--- src/rtl/mc_ctrl_pkg.sv ---
// ============================================================================
// Module   : mc_ctrl_pkg
// Brief    : State, opcode and select encodings for the multi-cycle controller.
// Revision : 1.0 - initial release
// ============================================================================
`default_nettype none

package mc_ctrl_pkg;

    localparam logic [3:0] S_FETCH    = 4'd0;
    localparam logic [3:0] S_DECODE   = 4'd1;
    localparam logic [3:0] S_MEMADR   = 4'd2;
    localparam logic [3:0] S_MEMREAD  = 4'd3;
    localparam logic [3:0] S_MEMWB    = 4'd4;
    localparam logic [3:0] S_MEMWRITE = 4'd5;
    localparam logic [3:0] S_EXECUTE  = 4'd6;
    localparam logic [3:0] S_ALUWB    = 4'd7;
    localparam logic [3:0] S_BRANCH   = 4'd8;
    localparam logic [3:0] S_ADDIEX   = 4'd9;
    localparam logic [3:0] S_ADDIWB   = 4'd10;
    localparam logic [3:0] S_JUMP     = 4'd11;
    localparam logic [3:0] S_BNE      = 4'd12;

    localparam logic [5:0] OP_LW    = 6'b100011;
    localparam logic [5:0] OP_SW    = 6'b101011;
    localparam logic [5:0] OP_RTYPE = 6'b000000;
    localparam logic [5:0] OP_BEQ   = 6'b000100;
    localparam logic [5:0] OP_ADDI  = 6'b001000;
    localparam logic [5:0] OP_J     = 6'b000010;
    localparam logic [5:0] OP_BNE   = 6'b000101;

    localparam logic [1:0] ALU_OP_ADD   = 2'b00;
    localparam logic [1:0] ALU_OP_SUB   = 2'b01;
    localparam logic [1:0] ALU_OP_FUNCT = 2'b10;

    localparam logic [1:0] PCSRC_ALU    = 2'b00;
    localparam logic [1:0] PCSRC_ALUOUT = 2'b01;
    localparam logic [1:0] PCSRC_JUMP   = 2'b10;

    localparam logic [1:0] SRCB_REG     = 2'b00;
    localparam logic [1:0] SRCB_FOUR    = 2'b01;
    localparam logic [1:0] SRCB_IMM     = 2'b10;
    localparam logic [1:0] SRCB_IMM_SH2 = 2'b11;

endpackage

`default_nettype wire

--- src/rtl/mc_ctrl_out_decode.sv ---
// ============================================================================
// Module   : mc_ctrl_out_decode
// Brief    : Combinational state-to-control decode; honours MC_CTRL_BNE_EN.
// Revision : 1.0 - initial release
// ============================================================================
`default_nettype none

module mc_ctrl_out_decode
    import mc_ctrl_pkg::*;
(
    input  logic [3:0] state_i,
    input  logic       zero_i,
    input  logic       mem_ready_i,
    input  logic       rst_n_i,
    output logic       iord_o,
    output logic       alusrca_o,
    output logic       regdst_o,
    output logic       memtoreg_o,
    output logic [1:0] alusrcb_o,
    output logic [1:0] pcsrc_o,
    output logic [1:0] alu_op_o,
    output logic       irwrite_o,
    output logic       memwrite_o,
    output logic       regwrite_o,
    output logic       pcen_o
);

    logic [3:0] eff_state;

    // Reset masquerades as FETCH so selects settle and the FETCH strobes gate off.
    assign eff_state = rst_n_i ? state_i : S_FETCH;

    always_comb begin
        iord_o     = 1'b0;
        alusrca_o  = 1'b0;
        regdst_o   = 1'b0;
        memtoreg_o = 1'b0;
        alusrcb_o  = SRCB_REG;
        pcsrc_o    = PCSRC_ALU;
        alu_op_o   = ALU_OP_ADD;
        irwrite_o  = 1'b0;
        memwrite_o = 1'b0;
        regwrite_o = 1'b0;
        pcen_o     = 1'b0;
        case (eff_state)
            S_FETCH: begin
                alusrcb_o = SRCB_FOUR;
                irwrite_o = mem_ready_i & rst_n_i;
                pcen_o    = mem_ready_i & rst_n_i;
            end
            S_DECODE:   alusrcb_o = SRCB_IMM_SH2;
            S_MEMADR: begin
                alusrca_o = 1'b1;
                alusrcb_o = SRCB_IMM;
            end
            S_MEMREAD:  iord_o = 1'b1;
            S_MEMWB: begin
                memtoreg_o = 1'b1;
                regwrite_o = 1'b1;
            end
            S_MEMWRITE: begin
                iord_o     = 1'b1;
                memwrite_o = 1'b1;
            end
            S_EXECUTE: begin
                alusrca_o = 1'b1;
                alu_op_o  = ALU_OP_FUNCT;
            end
            S_ALUWB: begin
                regdst_o   = 1'b1;
                regwrite_o = 1'b1;
            end
            S_BRANCH: begin
                alusrca_o = 1'b1;
                alu_op_o  = ALU_OP_SUB;
                pcsrc_o   = PCSRC_ALUOUT;
                pcen_o    = zero_i;
            end
            S_ADDIEX: begin
                alusrca_o = 1'b1;
                alusrcb_o = SRCB_IMM;
            end
            S_ADDIWB:   regwrite_o = 1'b1;
            S_JUMP: begin
                pcsrc_o = PCSRC_JUMP;
                pcen_o  = 1'b1;
            end
`ifdef MC_CTRL_BNE_EN
            S_BNE: begin
                alusrca_o = 1'b1;
                alu_op_o  = ALU_OP_SUB;
                pcsrc_o   = PCSRC_ALUOUT;
                pcen_o    = ~zero_i;
            end
`endif
            default: ;
        endcase
    end

endmodule

`default_nettype wire

--- src/rtl/multicycle_controller.sv ---
// ============================================================================
// Module   : multicycle_controller
// Brief    : Multi-cycle MIPS control FSM; MC_CTRL_BNE_EN adds the BNE state.
// Revision : 1.0 - initial release
// ============================================================================
`default_nettype none

module multicycle_controller
    import mc_ctrl_pkg::*;
(
    input  logic       clk,
    input  logic       rst_n,
    input  logic [5:0] Op,
    input  logic       Zero,
    input  logic       mem_ready,
    output logic       IorD,
    output logic       ALUSrcA,
    output logic       RegDst,
    output logic       MemtoReg,
    output logic [1:0] ALUSrcB,
    output logic [1:0] PCSrc,
    output logic [1:0] ALU_Op,
    output logic       IRWrite,
    output logic       MemWrite,
    output logic       RegWrite,
    output logic       PCEn,
    output logic       illegal_op,
    output logic [3:0] state
);

    logic [3:0] state_q;
    logic [3:0] state_d;
    logic       illegal_dec;

    always_ff @(posedge clk) begin
        if (!rst_n) state_q <= S_FETCH;
        else        state_q <= state_d;
    end

    always_comb begin
        state_d     = S_FETCH;
        illegal_dec = 1'b0;
        case (state_q)
            S_FETCH:    state_d = mem_ready ? S_DECODE : S_FETCH;
            S_DECODE: begin
                case (Op)
                    OP_LW, OP_SW: state_d = S_MEMADR;
                    OP_RTYPE:     state_d = S_EXECUTE;
                    OP_BEQ:       state_d = S_BRANCH;
                    OP_ADDI:      state_d = S_ADDIEX;
                    OP_J:         state_d = S_JUMP;
`ifdef MC_CTRL_BNE_EN
                    OP_BNE:       state_d = S_BNE;
`endif
                    default:      illegal_dec = 1'b1;
                endcase
            end
            S_MEMADR:   state_d = (Op == OP_LW) ? S_MEMREAD : S_MEMWRITE;
            S_MEMREAD:  state_d = mem_ready ? S_MEMWB : S_MEMREAD;
            S_MEMWRITE: state_d = mem_ready ? S_FETCH : S_MEMWRITE;
            S_EXECUTE:  state_d = S_ALUWB;
            S_ADDIEX:   state_d = S_ADDIWB;
            default:    state_d = S_FETCH;
        endcase
    end

    assign state      = state_q;
    assign illegal_op = illegal_dec & rst_n;

    mc_ctrl_out_decode u_out_decode (
        .state_i     (state_q),
        .zero_i      (Zero),
        .mem_ready_i (mem_ready),
        .rst_n_i     (rst_n),
        .iord_o      (IorD),
        .alusrca_o   (ALUSrcA),
        .regdst_o    (RegDst),
        .memtoreg_o  (MemtoReg),
        .alusrcb_o   (ALUSrcB),
        .pcsrc_o     (PCSrc),
        .alu_op_o    (ALU_Op),
        .irwrite_o   (IRWrite),
        .memwrite_o  (MemWrite),
        .regwrite_o  (RegWrite),
        .pcen_o      (PCEn)
    );

endmodule

`default_nettype wire

--- config.mk ---
export PLATFORM = sky130hd
export DESIGN_NAME = multicycle_controller
export DESIGN_NICKNAME = d
export VERILOG_FILES = /design/src/rtl/mc_ctrl_pkg.sv /design/src/rtl/mc_ctrl_out_decode.sv /design/src/rtl/multicycle_controller.sv
export SDC_FILE = /design/constraint.sdc
export NUM_CORES = 1
export LEC_CHECK = 0
export ABC_AREA = 1
export BUFFER_PORTS_ARGS = -buffer_cell sky130_fd_sc_hd__buf_2
export CAP_MARGIN = 0
export CELL_PAD_IN_SITES_DETAIL_PLACEMENT = 1
export CELL_PAD_IN_SITES_GLOBAL_PLACEMENT = 2
export CORE_MARGIN = 1.5
export CORE_UTILIZATION = 18
export DETAILED_ROUTE_END_ITERATION = 8
export PLACE_DENSITY_LB_ADDON = 0.1
export SLEW_MARGIN = 20
export SYNTH_ARGS = -nofsm -noshare
export SYNTH_HDL_FRONTEND = slang
export SYNTH_SLANG_ARGS = --single-unit
--- constraint.sdc ---
create_clock -name clk -period 1.3 [get_ports clk]
set_clock_uncertainty 0.15 [all_clocks]
set_input_delay 0.065 -clock clk [delete_from_list [all_inputs] [get_ports clk]]
set_output_delay 0.065 -clock clk [all_outputs]
set_load 0.01 [all_outputs]
==> results of run 1 <==
==> layer usage <==
| layer | vias to the layer above | routed length, µm | GRT usage |
|---|---|---|---|
| li1 | 404 | - | - |
| met1 | 367 | 831 | 0.156 |
| met2 | 14 | 1180 | 0.241 |
| met3 | 5 | 43 | 0.0140 |
| met4 | 0 | 48 | 0.0836 |
| met5 | - | 0 | 0 |
==> through the flow <==
stage	instances	worst slack, ns	util	area (µm²)
after floorplan	102	0.00565	-	505
after global placement	167	-0.102	0.289	736
after detailed placement	167	-0.147	0.289	736
after CTS	173	-0.215	0.328	836
after global routing	177	-0.268	0.382	972
final	177	-0.186	0.382	972
==> how the worst max path moves through the flow <==
stage	end	slack, ns	cells past startpoint
3_3_place_gp	PCEn	-0.10	7
4_1_cts	RegWrite	-0.22	8
5_1_grt	PCEn	-0.27	7
3_5_place_dp	PCEn	-0.15	7
6_report	PCEn	-0.19	7
2_1_floorplan	PCEn	0.006	6
==> cells in the final DEF (no fill, tap or decap) <==
| cell type | Yosys | layout |
|---|---|---|
| clkinv_2 | 1 | 1 |
| a21oi_2 | 0 | 2 |
| buf_6 | 0 | 6 |
| nor3_2 | 1 | 1 |
| o21ai_2 | 0 | 1 |
| o21ai_0 | 5 | 1 |
| nand2_2 | 0 | 7 |
| dfxtp_4 | 0 | 3 |
| nand3_1 | 11 | 10 |
| nor2_1 | 29 | 17 |
| buf_2 | 0 | 25 |
| nor2_4 | 0 | 7 |
| buf_4 | 1 | 12 |
| o21ai_1 | 0 | 3 |
| nand3_2 | 0 | 1 |
| dfxtp_2 | 0 | 1 |
| inv_4 | 0 | 2 |
| inv_2 | 2 | 5 |
| nand2_1 | 25 | 15 |
| clkbuf_4 | 0 | 3 |
| nand2_4 | 0 | 3 |
| nand3b_1 | 1 | 1 |
| nor2_2 | 4 | 9 |
| inv_1 | 14 | 9 |
| a21oi_1 | 4 | 2 |
==> logic make-up (layout without fill, tap and decap cells) <==
logic type             count (synthesis)  count (layout)  synth area share
AO/OA/AOI/OAI                          9               9            0.0904
buffers and inverters                 18              63             0.146
flip-flops                             4               4             0.161
AND/OR/NAND/NOR                       71              71             0.603
==> power groups by stage <==
stage | Clock (mW) | Combinational (mW) | Sequential, mW
after floorplan | 0 | 0.0489 | 0.132
after global placement | 0 | 0.105 | 0.130
after detailed placement | 0 | 0.106 | 0.130
after CTS | 0.166 | 0.118 | 0.123
after global routing | 0.181 | 0.144 | 0.125
final | 0.157 | 0.129 | 0.125
==> final cells by class <==
class	instances	area (µm²)	area share
clock buffer	3	22.5	0.0232
tap	30	37.5	0.0386
inverter	17	70.1	0.0721
sequential	4	92.6	0.0952
multi-input combinational	80	467	0.480
timing repair buffer	43	283	0.291
==> worst max-delay path, stage by stage, from the launching register on <==
cell and delay [ns]:
dfxtp_2 0.32, buf_6 0.13, nor2_4 0.10, inv_2 0.06, nor2_4 0.14, a21oi_2 0.06, o21ai_1 0.07, buf_2 0.14
==> timing repair <==
item                                   4_1_cts  5_1_grt
endpoints found under the hold margin        0        0
pin swaps                                    7        8
gates resized for setup                     26       32
setup endpoints to repair                   19       18
buffers inserted                             3        4
==> flow_summary.yaml, run 1 <==
yosys:
  avgSynthCellArea_um2: 4.88
  synth_nets: 112
  synth_area_um2: 498
  synth_area_leaders: "nor2_1 (22%), nand2_1 (19%), dfxtp_1 (16%), nand3_1 (11%), inv_1 (11%)"
  synth.top_cells.by_count: "nor2_1 (29), nand2_1 (25), inv_1 (14)"
  yosys_register_bits: 4
  synthCells: 102
  synth_largest_area_cell: "nor2_1"
  synth_edf_count: 0
  synth_cell_types: 13
  ys.warnings.count: 0
  ys.flop_type: "dfxtp_1"
  synth_most_common_cell: "nor2_1"
  synth_top_area_frac: 0.219
  ys_async_sr_fraction: 0
  seq_area_frac_synth: 0.161
die:
  chipWidth_um: 55.6
  io_pins: 29
  die_area_mm2: 0.00309
  coreArea_mm2: 0.00254
  start_util: 0.196
  die_y_um: 55.6
  rows: 18
job:
  maxCapViolations: 0
global_routing:
  grt_max_degree: 8
  grt_pass1_vias: 721
  antenna_found_initial: 0
  grt_first_pass_wirelength_mm: 3.28
  grt_usage: 0.137
  overflow: 0
min_path:
  hp-start: "mem_ready"
  min_path_cells: 5
  min_to: "state[2]"
  hold_class: "input pin to flip-flop"
power:
  p_clk_frac: 0.383
  powerDensity_mw_per_mm2: 423
  p_seq_frac: 0.303
  p_leak_nw: 0.556
  vdd_drop_max_mv: 0.210
  switchingPower_mw: 0.135
  p_sw_frac: 0.328
  pwr-share-comb: 0.314
  power.total_mw: 0.411
  intPower_mw: 0.276
worst_setup_path:
  crit_path_end_kind: "output pin"
  crit_arrival_ns: 1.27
  start_kind: "flip-flop"
  crit_type: "flip-flop to output pin"
  r2r.worst_path.cells: 5
  rrSetupSlack_ns: 0
  worstPathMaxFanout: 4
  crit_path_start: "state[0]"
  reg2reg_from: "state[1]"
  r2r_end: "state[0]"
  critPathRequiredTime_ns: 1.09
drt:
  drt_iter0_markers: 3
  first_pass_iters: 2
  detail_route.wl_per_cell_um: 11.9
  post_drt_via_cell_ratio: 4.46
  drc: 0
  wl_mm: 2.11
  ant_nets: 0
  vias: 790
placed_design:
  hpwl_mm: 1.66
  portBuffers: 28
  place_congestion: 0.765
sta:
  max_slew_margin: 0.836
  period_minus_slack_ns: 1.49
  fin_crit_sh: 1.14
  hold_violations: 0
  final.setup.tns_ns: -1.56
  fmax_mhz: 673
  finalSetupViolCount: 14
  worst_pin_slew_ns: 0.243
  setup_slack_ns: -0.186
  hold_slack_ns: 0.102
  slew_violations: 0
  rsz0062_at_grt: "yes"
clock_network:
  path_clk_slew_ns: 0.04
  cts_buffer_depth: 2
  cts.sink_count: 4
  tritoncts: "done"
  cts_buffers: 3
  cts_hold_buffers: 0
  cts_htree_levels: 1
  cts-root-buf: "clkbuf_4"
  worstSkewPairLatency_ns: 0.24
run_status:
  violations: "setup timing"
  outcome: "finished with violations"
final_layout:
  area_growth_pct: 95.2
  fillers: 349
  nets: 159
  num_antenna_cells: 0
  largest_register_ffs: 4
  drive_gt1_frac: 0.605
No activity file was read; power rests on OpenSTA's default activity.
==> inputs of run 2 (changes only) <==
Settings changed: BUFFER_PORTS_ARGS -buffer_cell sky130_fd_sc_hd__buf_2 to not set, CORE_UTILIZATION 18 to 25, DONT_BUFFER_PORTS set to 1.
Clock period 1.3 ns to 1.6 ns, I/O delays scaled along.
==> run 2 against run 1 <==
Against the previous run: the flow now finishes without violations; hold slack got worse by 0.075 ns; first-iteration DRC count increased to 4.0 times the previous value; combinational power decreased by 57%; sequential power decreased by 17%; sequential cell count unchanged; critical path type unchanged; sequential share of layout area increased by 4.6 points; setup slack improved by 0.29 ns; final cell count decreased by 23%.
==> flow_summary.yaml, run 2 (synthesis gave the netlist of run 1 again) <==
worst_setup_path:
  crit_path_end_kind: "output pin"
  path_cells: "inv_1, nand2_1, inv_1, nand2_2, nor2_2, nor2_1, nand2_1"
  rrSetupSlack_ns: 0.29
  crit_type: "flip-flop to output pin"
  worstPathMaxFanout: 5
  crit_arrival_ns: 1.27
  cp_top_family: "simple AND/OR/NAND/NOR gates"
  reg2reg_from: "state[0]"
  slowest_delay_ns: 0.39
  r2r_end: "state[1]"
  slowest_stage: "dfxtp_2"
  crit_end: "ALUSrcA"
  critPathRequiredTime_ns: 1.37
  crit_path_start: "state[0]"
  r2r.worst_path.cells: 7
  crit_buf_inv: 2
  start_kind: "flip-flop"
  crit_cells: 7
die:
  chipWidth_um: 47.6
  rows: 15
  io_pins: 29
  start_util: 0.276
  coreArea_mm2: 0.00180
  die_y_um: 47.6
  die_area_mm2: 0.00227
min_path:
  min_path_cells: 5
  hold_class: "input pin to flip-flop"
final_layout:
  largest_register_ffs: 4
  fillers: 276
  area_growth_pct: 28.1
  nets: 123
  final_common_cell: "nor2_1"
  num_antenna_cells: 0
  finalCoreUtilization: 0.354
  final_cell_mix: "nor2_1 (27), nand2_1 (24), inv_1 (14)"
  drive_gt1_frac: 0.225
clock_network:
  cts_htree_levels: 1
  cts-root-buf: "clkbuf_4"
  cts_buffers: 3
  worstSkewPairLatency_ns: 0.23
  cts_buffer_depth: 2
  path_clk_slew_ns: 0.04
  cts_setup_buffers: 0
  cts.sink_count: 4
  tritoncts: "done"
global_routing:
  grt_max_degree: 8
  grt_usage: 0.159
  grt_pass1_vias: 590
  grt_first_pass_wirelength_mm: 2.57
  overflow: 0
  antenna_found_initial: 0
sta:
  period_minus_slack_ns: 1.50
  finalSetupViolCount: 0
  rsz0062_at_grt: "yes"
  hold_slack_ns: 0.0272
  worst_pin_slew_ns: 0.405
  hold_violations: 0
  fin_crit_sh: 0.937
  slew_violations: 0
  max_slew_margin: 0.727
  final.setup.tns_ns: 0
  fmax_mhz: 667
drt:
  ant_nets: 0
  vias: 640
  drt_iter0_markers: 12
  first_pass_iters: 4
  drc: 0
  post_drt_via_cell_ratio: 4.71
  wl_mm: 1.63
  detail_route.wl_per_cell_um: 12.0
power:
  powerDensity_mw_per_mm2: 445
  vdd_drop_max_mv: 0.398
  p_leak_nw: 0.341
  power.total_mw: 0.284
placed_design:
  portBuffers: 0
  place_congestion: 0.763
  hpwl_mm: 1.34
job:
  maxCapViolations: 0
run_status:
  outcome: "completed"
==> run 2: layout make-up <==
class	count	area, µm²	area share
inverters	17	65.1	0.102
clock buffers	3	22.5	0.0353
well taps	25	31.3	0.0490
repair buffers	7	57.6	0.0902
multi-input cells	80	372	0.582
flip-flops and latches	4	90.1	0.141
==> run 2: worst min path at each step <==
stage	from	to	slack [ns]
2_1_floorplan	rst_n	state[2]	0.09
3_3_place_gp	rst_n	state[2]	0.13
3_5_place_dp	rst_n	state[2]	0.14
4_1_cts	Op[2]	state[0]	0.02
5_1_grt	Op[2]	state[0]	0.08
6_report	Op[2]	state[0]	0.03
==> run 2: worst min-delay path: cells and delay by family <==
| family | cells | cell delay [ns] |
|---|---|---|
| AND/OR/NAND/NOR | 4 | 0.21 |
| AO/OA/AOI/OAI | 1 | 0.06 |
==> run 2: where the power goes <==
group | internal [mW] | switching (mW)
Combinational | 0.0188 | 0.0362
Clock | 0.0839 | 0.0405
Sequential | 0.0998 | 0.00462
Total | 0.202 | 0.0813
==> run 2: layer usage <==
layer | GRT usage | wire, µm | part of all wire | vias up
li1 | - | - | - | 331
met1 | 0.240 | 838 | 0.51 | 289
met2 | 0.230 | 666 | 0.41 | 18
met3 | 0.0226 | 119 | 0.073 | 2
met4 | 0.0541 | 6 | 0.0037 | 0
met5 | 0 | 0 | 0 | -
==> run 2: repair_timing <==
item,in CTS,in global routing
hold endpoints to repair,4,0
hold buffers,2,0
pin swaps,0,1
resized for setup,4,11
endpoints found under the setup margin,6,8
==> run 2: metrics by stage <==
step,area (µm²),setup WS (ns),cells
after CTS,606,-0.0225,136
after detailed placement,559,0.189,131
after floorplan,498,0.266,102
final,638,0.101,136
after global placement,559,0.175,131
after global routing,638,-0.00929,136
